===== config.mk =====
export PLATFORM = sky130hd
export DESIGN_NAME = seq_detect_param
export DESIGN_NICKNAME = d
export VERILOG_FILES = /design/src/rtl/seq_detect_pkg.sv /design/src/rtl/seq_detect_param_sat_counter.sv /design/src/rtl/seq_detect_param.sv
export SDC_FILE = /design/constraint.sdc
export NUM_CORES = 1
export LEC_CHECK = 0
export ABC_CLOCK_PERIOD_IN_PS = 1100
export BUFFER_PORTS_ARGS = -buffer_cell sky130_fd_sc_hd__clkbuf_2
export CORE_AREA = 2 2 39 41
export CTS_BUF_LIST = sky130_fd_sc_hd__clkbuf_16
export CTS_CLUSTER_SIZE = 24
export DETAILED_ROUTE_END_ITERATION = 10
export DIE_AREA = 0 0 41 43
export PLACE_DENSITY = 0.54
export SLEW_MARGIN = 20
export SYNTH_ARGS = -nofsm -noshare
export SYNTH_HDL_FRONTEND = slang
export SYNTH_SLANG_ARGS = --single-unit

===== constraint.sdc =====
create_clock -name clk -period 1.1 [get_ports clk]
set_clock_uncertainty 0.1 [all_clocks]
set_input_delay 0.055 -clock clk [delete_from_list [all_inputs] [get_ports clk]]
set_output_delay 0.055 -clock clk [all_outputs]
set_load 0.005 [all_outputs]

===== src/rtl/seq_detect_pkg.sv =====
// Shared types and helpers for the serial pattern detector.
// Latency: n/a (declarations only).
// Backpressure: n/a.
package seq_detect_pkg;

    // Hunt progress: no history, partial history, full PAT_W-bit window
    typedef enum logic [1:0] {
        EMPTY   = 2'd0,
        FILLING = 2'd1,
        ARMED   = 2'd2
    } state_t;

    // Fill counter must represent 0..pat_w inclusive
    function automatic int fill_width(input int pat_w);
        return $clog2(pat_w + 1);
    endfunction

endpackage


===== src/rtl/seq_detect_param_sat_counter.sv =====
// Saturating up-counter with synchronous clear; clear has priority over increment.
// Latency: q updates one cycle after inc/clr.
// Backpressure: none; holds at all-ones until cleared.
module sat_counter #(
    parameter int CNT_W = 8
) (
    input  logic             clk,
    input  logic             rst_n,
    input  logic             inc,
    input  logic             clr,
    output logic [CNT_W-1:0] q
);

    // Count events, stick at the maximum, clear wins over a same-cycle event
    always_ff @(posedge clk or negedge rst_n) begin
        if (!rst_n) begin
            q <= '0;
        end else if (clr) begin
            q <= '0;
        end else if (inc && (q != {CNT_W{1'b1}})) begin
            q <= q + CNT_W'(1);
        end
    end

endmodule


===== src/rtl/seq_detect_param.sv =====
// Serial sync-word hunter: matches a 1-bit stream against a loadable PAT_W-bit pattern.
// Latency: y pulses one cycle after the beat that completes a match.
// Backpressure: none; in_valid=0 freezes the hunt. Optional match counter via SEQ_DET_MATCH_CNT_EN.
module seq_detect_param
    import seq_detect_pkg::*;
#(
    parameter int               PAT_W   = 3,
    parameter logic [PAT_W-1:0] PAT_RST = 3'b110,
    parameter bit               OVERLAP = 1'b1,
    parameter int               CNT_W   = 8
) (
    input  logic             clk,
    input  logic             rst_n,
    input  logic             in_valid,
    input  logic             x,
    input  logic             cfg_load,
    input  logic [PAT_W-1:0] cfg_pattern,
    output logic             y,
    output logic             armed
`ifdef SEQ_DET_MATCH_CNT_EN
    ,
    output logic [CNT_W-1:0] match_cnt,
    input  logic             cnt_clr
`endif
);

    localparam int FILL_W = fill_width(PAT_W);
    localparam logic [FILL_W-1:0] FILL_FULL = FILL_W'(PAT_W);

    // Reject unusable configurations at elaboration time
    if (PAT_W < 2 || PAT_W > 32 || CNT_W < 1) begin : g_bad_param
        $error("seq_detect_param: PAT_W must be 2..32 and CNT_W >= 1");
    end

    logic [PAT_W-1:0]  pattern;
    logic [PAT_W-1:0]  hist;
    logic [FILL_W-1:0] fill;
    logic [PAT_W-1:0]  hist_shift;
    logic [FILL_W-1:0] fill_inc;
    logic              beat;
    logic              hit;
    state_t            state;
    state_t            state_nxt;

    // A config load consumes the cycle, so the bit arriving with it is dropped
    assign beat       = in_valid && !cfg_load;
    assign hist_shift = {hist[PAT_W-2:0], x};
    assign fill_inc   = (fill == FILL_FULL) ? fill : fill + FILL_W'(1);
    assign hit        = beat && (fill_inc == FILL_FULL) && (hist_shift == pattern);

    // Pattern register, history shifter and fill counter
    always_ff @(posedge clk or negedge rst_n) begin
        if (!rst_n) begin
            pattern <= PAT_RST;
            hist    <= '0;
            fill    <= '0;
        end else if (cfg_load) begin
            pattern <= cfg_pattern;
            hist    <= '0;
            fill    <= '0;
        end else if (beat) begin
            if (hit && !OVERLAP) begin
                hist <= '0;
                fill <= '0;
            end else begin
                hist <= hist_shift;
                fill <= fill_inc;
            end
        end
    end

    // Next state follows the fill level; restarts on load or non-overlapping match
    always_comb begin
        state_nxt = state;
        if (cfg_load) begin
            state_nxt = EMPTY;
        end else if (beat) begin
            if (hit && !OVERLAP) begin
                state_nxt = EMPTY;
            end else if (fill_inc == FILL_FULL) begin
                state_nxt = ARMED;
            end else begin
                state_nxt = FILLING;
            end
        end
    end

    // State, registered armed flag and registered match pulse
    always_ff @(posedge clk or negedge rst_n) begin
        if (!rst_n) begin
            state <= EMPTY;
            armed <= 1'b0;
            y     <= 1'b0;
        end else begin
            state <= state_nxt;
            armed <= (state_nxt == ARMED);
            y     <= hit;
        end
    end

`ifdef SEQ_DET_MATCH_CNT_EN
    sat_counter #(
        .CNT_W (CNT_W)
    ) u_match_cnt (
        .clk   (clk),
        .rst_n (rst_n),
        .inc   (hit),
        .clr   (cnt_clr),
        .q     (match_cnt)
    );
`endif

endmodule

==> metrics.cfg, run 1 <==
[run_status]
status = finished clean

[synthesis]
synth_flop_cell = dfrtp_1
synth_cells = 35
yosys_warnings = 0
synth-seq-cells = 11
synth.area.top_cells = dfrtp_1, dfstp_2, mux2_2
ys_types = 15
yosys-top-cells-count = dfrtp_1, nor2_1, mux2_2, mux2i_1, xor2_1
yosys.area.top_type = dfrtp_1
synth_top_area_share_pct = 46.4
synth-seq-area-share_pct = 57.2
synth_most_common_cell = dfrtp_1
synthesis.area_um2 = 485
synth_nets = 43
async_flop_share_pct = 100
synth-edff-count = 0
syn_area_per_cell_um2 = 13.9

[floorplanning]
start_util_pct = 35.1
dieWidth_um = 41
die_h_um = 43
core_area_mm2 = 0.00138
num_io_pins = 10
dieArea_mm2 = 0.00176
num_rows = 14

[drt]
m1WireLength_um = 336
drtPass1Iterations = 1
drt-total-wl_um = 802
wl_met2_um = 422
drtIter0Drc = 0
num_vias = 301
post-route-drc-count = 0
ant_nets = 0
highest_layer = met3
post_drt_wl_per_cell_um = 12.2
avgViaCountPerCell = 4.56
met3_length_um = 42

[final_layout]
nFillCells = 142
finalNonFillerCells = 66
multiInputGateArea_um2 = 189
diodes = 0
drive_gt1_share_pct = 44.0
final_core_util_pct = 47.0
regArea_um2 = 278
final_nets = 59
synthToLayoutAreaGrowth_pct = 34.0

[cts]
cts_setup_buffers = 0
clkTransAtPathRegs_ps = 40
insertion_delay_ps = 230
cts_tree = done
cts.sinks = 11
cts_buffers = 3
ctsLongestPathBuffers = 2
cts-root-buf = clkbuf_16
htreeDepth = 1

[power_and_ir_drop]
leakage_nw = 0.310
switchingPower_mw = 0.219
power_frac_seq_pct = 38.4
pwr-share-comb_pct = 8.5
p_int_mw = 0.965
p_per_area_mw_per_mm2 = 1820
p_clk_share_pct = 53.0
ir_drop_v = 0.000798
switching_share_pct = 18.5

[global_route]
grt_pass1_vias = 339
grt-ovfl-total = 0
grt_pass1_wl_mm = 1.37
grt_max_degree = 12
antenna_found_initial = 0
grt_util_all_layers_pct = 11.4

[worst_setup_path]
arrival_ps = 1080
crit_type = reg -> reg
required_ps = 1140
end_kind = flop
crit_path_max_fanout = 2
startpoint_type = flop

[timing]
finalMaxSlewViolations = 0
period_share_pct = 94.4
fin_tns_setup_ps = 0
rsz0062_at_grt = false
final_hold_viol_count = 0
fin_ws_ps = 61.5
worstMarginPinSlew_ps = 273
fmax_ghz = 0.963
slew_headroom_pct = 81.8
finalSetupViolations = 0
min_period_ps = 1040

[place]
portBuffers = 9
place_ws_ps = 52.5
globalplace.congestion = 0.693
place_inst = 58

[job]
maxCapViolations = 0

[hold_path]
hp-class = in -> reg

[power by group through the flow]
| stage | logic (mW) | registers, mW | clock network [mW] |
|---|---|---|---|
| 2_1_floorplan | 0.0672 | 0.456 | 0 |
| 3_3_place_gp | 0.0869 | 0.459 | 0 |
| 3_5_place_dp | 0.0922 | 0.460 | 0 |
| 4_1_cts | 0.104 | 0.455 | 0.643 |
| 5_1_grt | 0.113 | 0.459 | 0.677 |
| 6_report | 0.101 | 0.455 | 0.628 |
[worst paths after layout]
path                            start          to  slack [ps]  depth (start not counted)
max                        pattern[1]           y          60                          2
min                                 x     hist[0]         0.2                          3
max reg2reg                pattern[1]           y          60                          2
min reg2reg                   fill[0]     fill[0]         390                          1
max in group asynchronous       rst_n  pattern[1]         500                          2
min in group asynchronous       rst_n     fill[1]         130                          2
[cells by family (layout without fill, tap and decap cells)]
family | count (synthesis) | in the layout | share of synthesized area (%)
AOI/OAI and AO/OA | 3 | 3 | 5.67
xor gates and xnor gates | 3 | 3 | 5.41
buffers and inverters | 2 | 17 | 3.87
DFF | 11 | 11 | 57.2
muxes | 6 | 6 | 13.1
and+or+nand+nor | 10 | 10 | 14.7
[timing repair]
action                                  in CTS  in global routing
endpoints found under the setup margin       0                  1
gates resized for setup                      0                  0
hold endpoints to repair                    14                  0
hold buffers                                 4                  0
[worst max-delay path, stage by stage (launching register included)]
cell	delay, ps
dfstp_2	530
xor2_1	80
nor4_2	240
[per-stage QoR]
stage          total power, mW  area (µm²)  hold WS (ps)
2_1_floorplan            0.523         485          -341
3_3_place_gp             0.546         532          -165
3_5_place_dp             0.552         532          -158
4_1_cts                   1.20         651          3.11
5_1_grt                   1.25         651          49.2
6_report                  1.18         651         0.202
[state kept, by name, indices dropped and copies added (netlist names)]
register	count
hist	2
fill	2
y	1
pattern	3
armed	1
state	2
[cell type report]
type	count	area share, %
Clock buffer	3	11.5
Clock inverter	1	0.577
Multi-Input combinational cell	22	29.0
Sequential cell	11	42.7
Tap cell	16	3.08
Timing Repair Buffer	13	13.1
[cells in the final DEF (no fill, tap or decap)]
master	instances
a211oi_2	1
a21oi_1	1
clkbuf_16	3
clkbuf_2	9
dfrtp_1	9
dfstp_2	2
dlygate4sd3_1	4
inv_1	1
mux2_2	3
mux2i_1	3
nand3b_1	1
nor2_1	5
nor2b_1	1
nor2b_4	1
nor4_2	2
o21ba_2	1
xor2_1	3
[routing by layer]
metal  global-route usage [%]  vias to the layer above
li1                         -                      147
met1                     13.6                      144
met2                     18.8                       10
met3                     3.14                        0
met4                     4.00                        0
met5                        0                        -
No activity file was read; power rests on OpenSTA's default activity.
==> inputs of run 2 (changes only) <==
- BUFFER_PORTS_ARGS: -buffer_cell sky130_fd_sc_hd__clkbuf_2 -> unset
- DONT_BUFFER_PORTS: unset -> 1
- PLACE_DENSITY: 0.54 -> 0.47
==> metrics.cfg, run 2 (synthesized netlist as in run 1, its figures left out) <==
[global_route]
use_met3_pct = 7.33
grt_util_all_layers_pct = 12.8
busiest_layer = met2
grt_pass1_vias = 320
grt_max_degree = 12
grt_pass1_wl_mm = 1.41
antenna_found_initial = 0
grt-ovfl-total = 0
use_met1_pct = 14.2
grt_use_met2_pct = 18.1

[worst_setup_path]
end_kind = flop
critPathSlowestCell = dfstp_2
arrival_ps = 1100
startpoint = pattern[2]
required_ps = 1140
critPathTopFamily = flip-flops
crit_path_max_fanout = 2
crit_path_max_incr_delay_ps = 530
path_buf_inv = 0
r2r_slack_ps = 50
regToRegStartpoint = pattern[2]
crit_type = reg -> reg
cp_cell_sequence = xor2_1 -> nor4_2
startpoint_type = flop

[timing]
fmax_ghz = 0.948
min_period_ps = 1050
final_hold_viol_count = 11
worstMarginPinSlew_ps = 505
finalSetupViolations = 0
whs_ps = -226
period_share_pct = 95.9
rsz0062_at_grt = false
slew_headroom_pct = 66.2
finalMaxSlewViolations = 0
fin_tns_setup_ps = 0

[floorplanning]
core_area_mm2 = 0.00138
dieWidth_um = 41
dieArea_mm2 = 0.00176
start_util_pct = 35.1
num_io_pins = 10
die_h_um = 43
num_rows = 14

[final_layout]
drive_gt1_share_pct = 31.7
final_common_cell = dfrtp_1
largest_reg_flops = 3
final_nets = 50
synthToLayoutAreaGrowth_pct = 24.7
final_core_util_pct = 43.8
layout_common_cells = dfrtp_1, nor2_1, dlygate4sd3_1
multiInputGateArea_um2 = 189
regArea_um2 = 278
regMostFlops = pattern
diodes = 0
nFillCells = 132

[run_status]
violations = negative hold slack
status = finished with violations

[place]
globalplace.congestion = 0.595
portBuffers = 0

[cts]
htreeDepth = 1
cts_buffers = 3
ctsResizeCount = 0
ctsLongestPathBuffers = 2
cts.sinks = 11
cts-root-buf = clkbuf_16
insertion_delay_ps = 240
cts_tree = done
postCtsHoldBufs = 4
clkTransAtPathRegs_ps = 40
cts_setup_buffers = 0

[drt]
avgViaCountPerCell = 4.88
post_drt_wl_per_cell_um = 13.8
drtPass1Iterations = 2
drt-total-wl_um = 784
drtIter0Drc = 1
num_vias = 278
ant_nets = 0
post-route-drc-count = 0

[hold_path]
min_from = cfg_load
hp-class = in -> reg

[power_and_ir_drop]
switchingPower_mw = 0.223
leakage_nw = 0.272
p_per_area_mw_per_mm2 = 1950
ir_drop_v = 0.000819
power_frac_seq_pct = 38.5
pwr-share-comb_pct = 6.5
p_int_mw = 0.958
p_clk_share_pct = 55.0
switching_share_pct = 18.9

[job]
maxCapViolations = 0

==> run 2: area by class of cell <==
type / instances / area share [%]
repair buffers: 4 / 6.61
flip-flops and latches: 11 / 45.9
multi-input cells: 22 / 31.2
clock buffers: 3 / 12.4
clock inverters: 1 / 0.620
well taps: 16 / 3.31
==> run 2: final timing paths <==
| kind | endpoint | depth (start not counted) |
|---|---|---|
| min reg2reg | fill[0] | 1 |
| min | fill[0] | 1 |
| min in group asynchronous | state[1] | 1 |
| max reg2reg | y | 2 |
| max | y | 2 |
| max in group asynchronous | pattern[1] | 1 |
==> run 2: power groups by stage <==
stage / logic [mW] / clock network [mW] / registers (mW)
after floorplan: 0.0672 / 0 / 0.456
after global placement: 0.0576 / 0 / 0.459
after detailed placement: 0.0590 / 0 / 0.460
after CTS: 0.0775 / 0.660 / 0.455
after global routing: 0.0865 / 0.704 / 0.458
final: 0.0762 / 0.650 / 0.455
==> run 2: routing by layer <==
layer | wire, µm | up-vias
met5 | 0 | -
met4 | 12 | 0
met3 | 66 | 2
met2 | 392 | 10
met1 | 312 | 136
li1 | - | 130
==> run 2: through the flow <==
| step | instances | area (µm²) | power (mW) | setup WS (ps) | hold WS, ps |
|---|---|---|---|---|---|
| 3_5_place_dp | 49 | 487 | 0.519 | 58.4 | -340 |
| 6_report | 57 | 606 | 1.18 | 45.5 | -226 |
| 4_1_cts | 57 | 606 | 1.19 | 47.1 | -227 |
| 3_3_place_gp | 49 | 487 | 0.517 | 77.5 | -340 |
| 2_1_floorplan | 35 | 485 | 0.523 | 90.1 | -341 |
| 5_1_grt | 57 | 606 | 1.25 | 17.2 | -234 |
==> inputs of run 3 (changes only) <==
- ABC_CLOCK_PERIOD_IN_PS: 1100 -> 1300
- GPL_ROUTABILITY_DRIVEN: unset -> 0
- clock period: 1.1 -> 1.3 ns (I/O delays scaled with it)
==> metrics.cfg, run 3 (synthesized netlist as in run 1, its figures left out) <==
[floorplanning]
start_util_pct = 35.1
dieArea_mm2 = 0.00176
core_area_mm2 = 0.00138
num_io_pins = 10
die_h_um = 43
num_rows = 14
dieWidth_um = 41

[cts]
cts_buffers = 3
cts-root-buf = clkbuf_16
cts.sinks = 11
ctsResizeCount = 0
htreeDepth = 1
cts_setup_buffers = 0
clkTransAtPathRegs_ps = 40
cts_tree = done
insertion_delay_ps = 230
ctsLongestPathBuffers = 2

[job]
maxCapViolations = 0

[power_and_ir_drop]
p_per_area_mw_per_mm2 = 1590
p_total_mw = 1.01
ir_drop_v = 0.000687
leakage_nw = 0.285

[worst_setup_path]
end_kind = flop
critPathTopFamily = buffers and inverters
startpoint_type = input port
path_buf_inv = 1
crit_type = in -> reg
crit_cells = 2
required_ps = 1320
critPathSlowestCell = dlygate4sd3_1
cp_cell_sequence = dlygate4sd3_1 -> mux2_2
crit_path_max_fanout = 11
crit_path_max_incr_delay_ps = 770
r2r.worst_path.cells = 2
arrival_ps = 1220

[final_layout]
layout_common_cells = dfrtp_1, dlygate4sd3_1, nor2_1
largest_reg_flops = 3
synthToLayoutAreaGrowth_pct = 30.9
diodes = 0
final_common_cell = dfrtp_1
final_nets = 53
finalNonFillerCells = 60
regMostFlops = pattern
nFillCells = 129
drive_gt1_share_pct = 29.5

[timing]
period_share_pct = 92.1
min_period_ps = 1200
fin_tns_setup_ps = 0
final_hold_viol_count = 0
fmax_ghz = 0.835
worstMarginPinSlew_ps = 502
rsz0062_at_grt = false
finalMaxSlewViolations = 0
finalSetupViolations = 0
whs_ps = 139
slew_headroom_pct = 66.4

[drt]
post-route-drc-count = 0
wl_met2_um = 413
ant_nets = 0
post_drt_wl_per_cell_um = 13.2
num_vias = 279
avgViaCountPerCell = 4.65
m1WireLength_um = 327
drtPass1Iterations = 2
met3_length_um = 47
drtIter0Drc = 2
drt-total-wl_um = 789
highest_layer = met3

[run_status]
status = finished clean

[hold_path]
hp-class = in -> async

[global_route]
antenna_found_initial = 0
grt_util_all_layers_pct = 13.3
grt-ovfl-total = 0
grt_pass1_vias = 330
grt_max_degree = 12
grt_pass1_wl_mm = 1.46

[place]
place_inst = 49
portBuffers = 0

==> run 3: changes by cell type in the layout (fill, tap and decap cells not counted), sizes merged <==
cell / before / now
dlygate4sd3: 4 / 7
==> run 3: where the power goes <==
group | leakage (nW) | total (mW) | internal (mW) | switching (mW)
Sequential | 0.140 | 0.385 | 0.369 | 0.0154
Combinational | 0.102 | 0.0804 | 0.0440 | 0.0364
Clock | 0.0423 | 0.545 | 0.403 | 0.143
Total | 0.285 | 1.01 | 0.816 | 0.194
==> run 3: path summary, 6_finish.rpt <==
path / from / end / slack, ps
max reg2reg: pattern[2] / y / 240
max: cfg_load / pattern[0] / 100
min: rst_n / state[1] / 140
max in group asynchronous: rst_n / pattern[1] / 610
min in group clk: fill[0] / fill[0] / 380
min reg2reg: fill[0] / fill[0] / 380
==> run 3: worst reg2reg max path, stage by stage, from the launching register on <==
cell and delay [ps]:
dfstp_2 530, xor2_1 70, nor4_2 260
==> run 3: area by class of cell <==
class | instances | area [µm²] | share of cell area (%)
multi-input cells | 22 | 189 | 29.7
clock inverters | 1 | 3.75 | 0.591
repair buffers | 7 | 70.1 | 11.0
clock buffers | 3 | 75.1 | 11.8
flip-flops and latches | 11 | 278 | 43.7
well taps | 16 | 20.0 | 3.15
==> run 3: per-stage QoR <==
step | util, % | setup slack, ps | area [µm²]
detailed placement | 35.2 | 258 | 487
floorplan | - | 290 | 485
global route | 45.9 | 46.2 | 636
global placement | 35.2 | 277 | 487
CTS | 45.9 | 92.6 | 636
finish | 45.9 | 103 | 636
==> run 3: per-layer routing <==
| layer | track usage [%] | vias up |
|---|---|---|
| li1 | - | 136 |
| met1 | 14.9 | 136 |
| met2 | 19.1 | 7 |
| met3 | 6.81 | 0 |
| met4 | 8.00 | 0 |
| met5 | 0 | - |
==> run 3: what timing repair did <==
action	CTS	global route
endpoints found under the hold margin	22	0
endpoints found under the setup margin	0	0
hold buffers	7	0
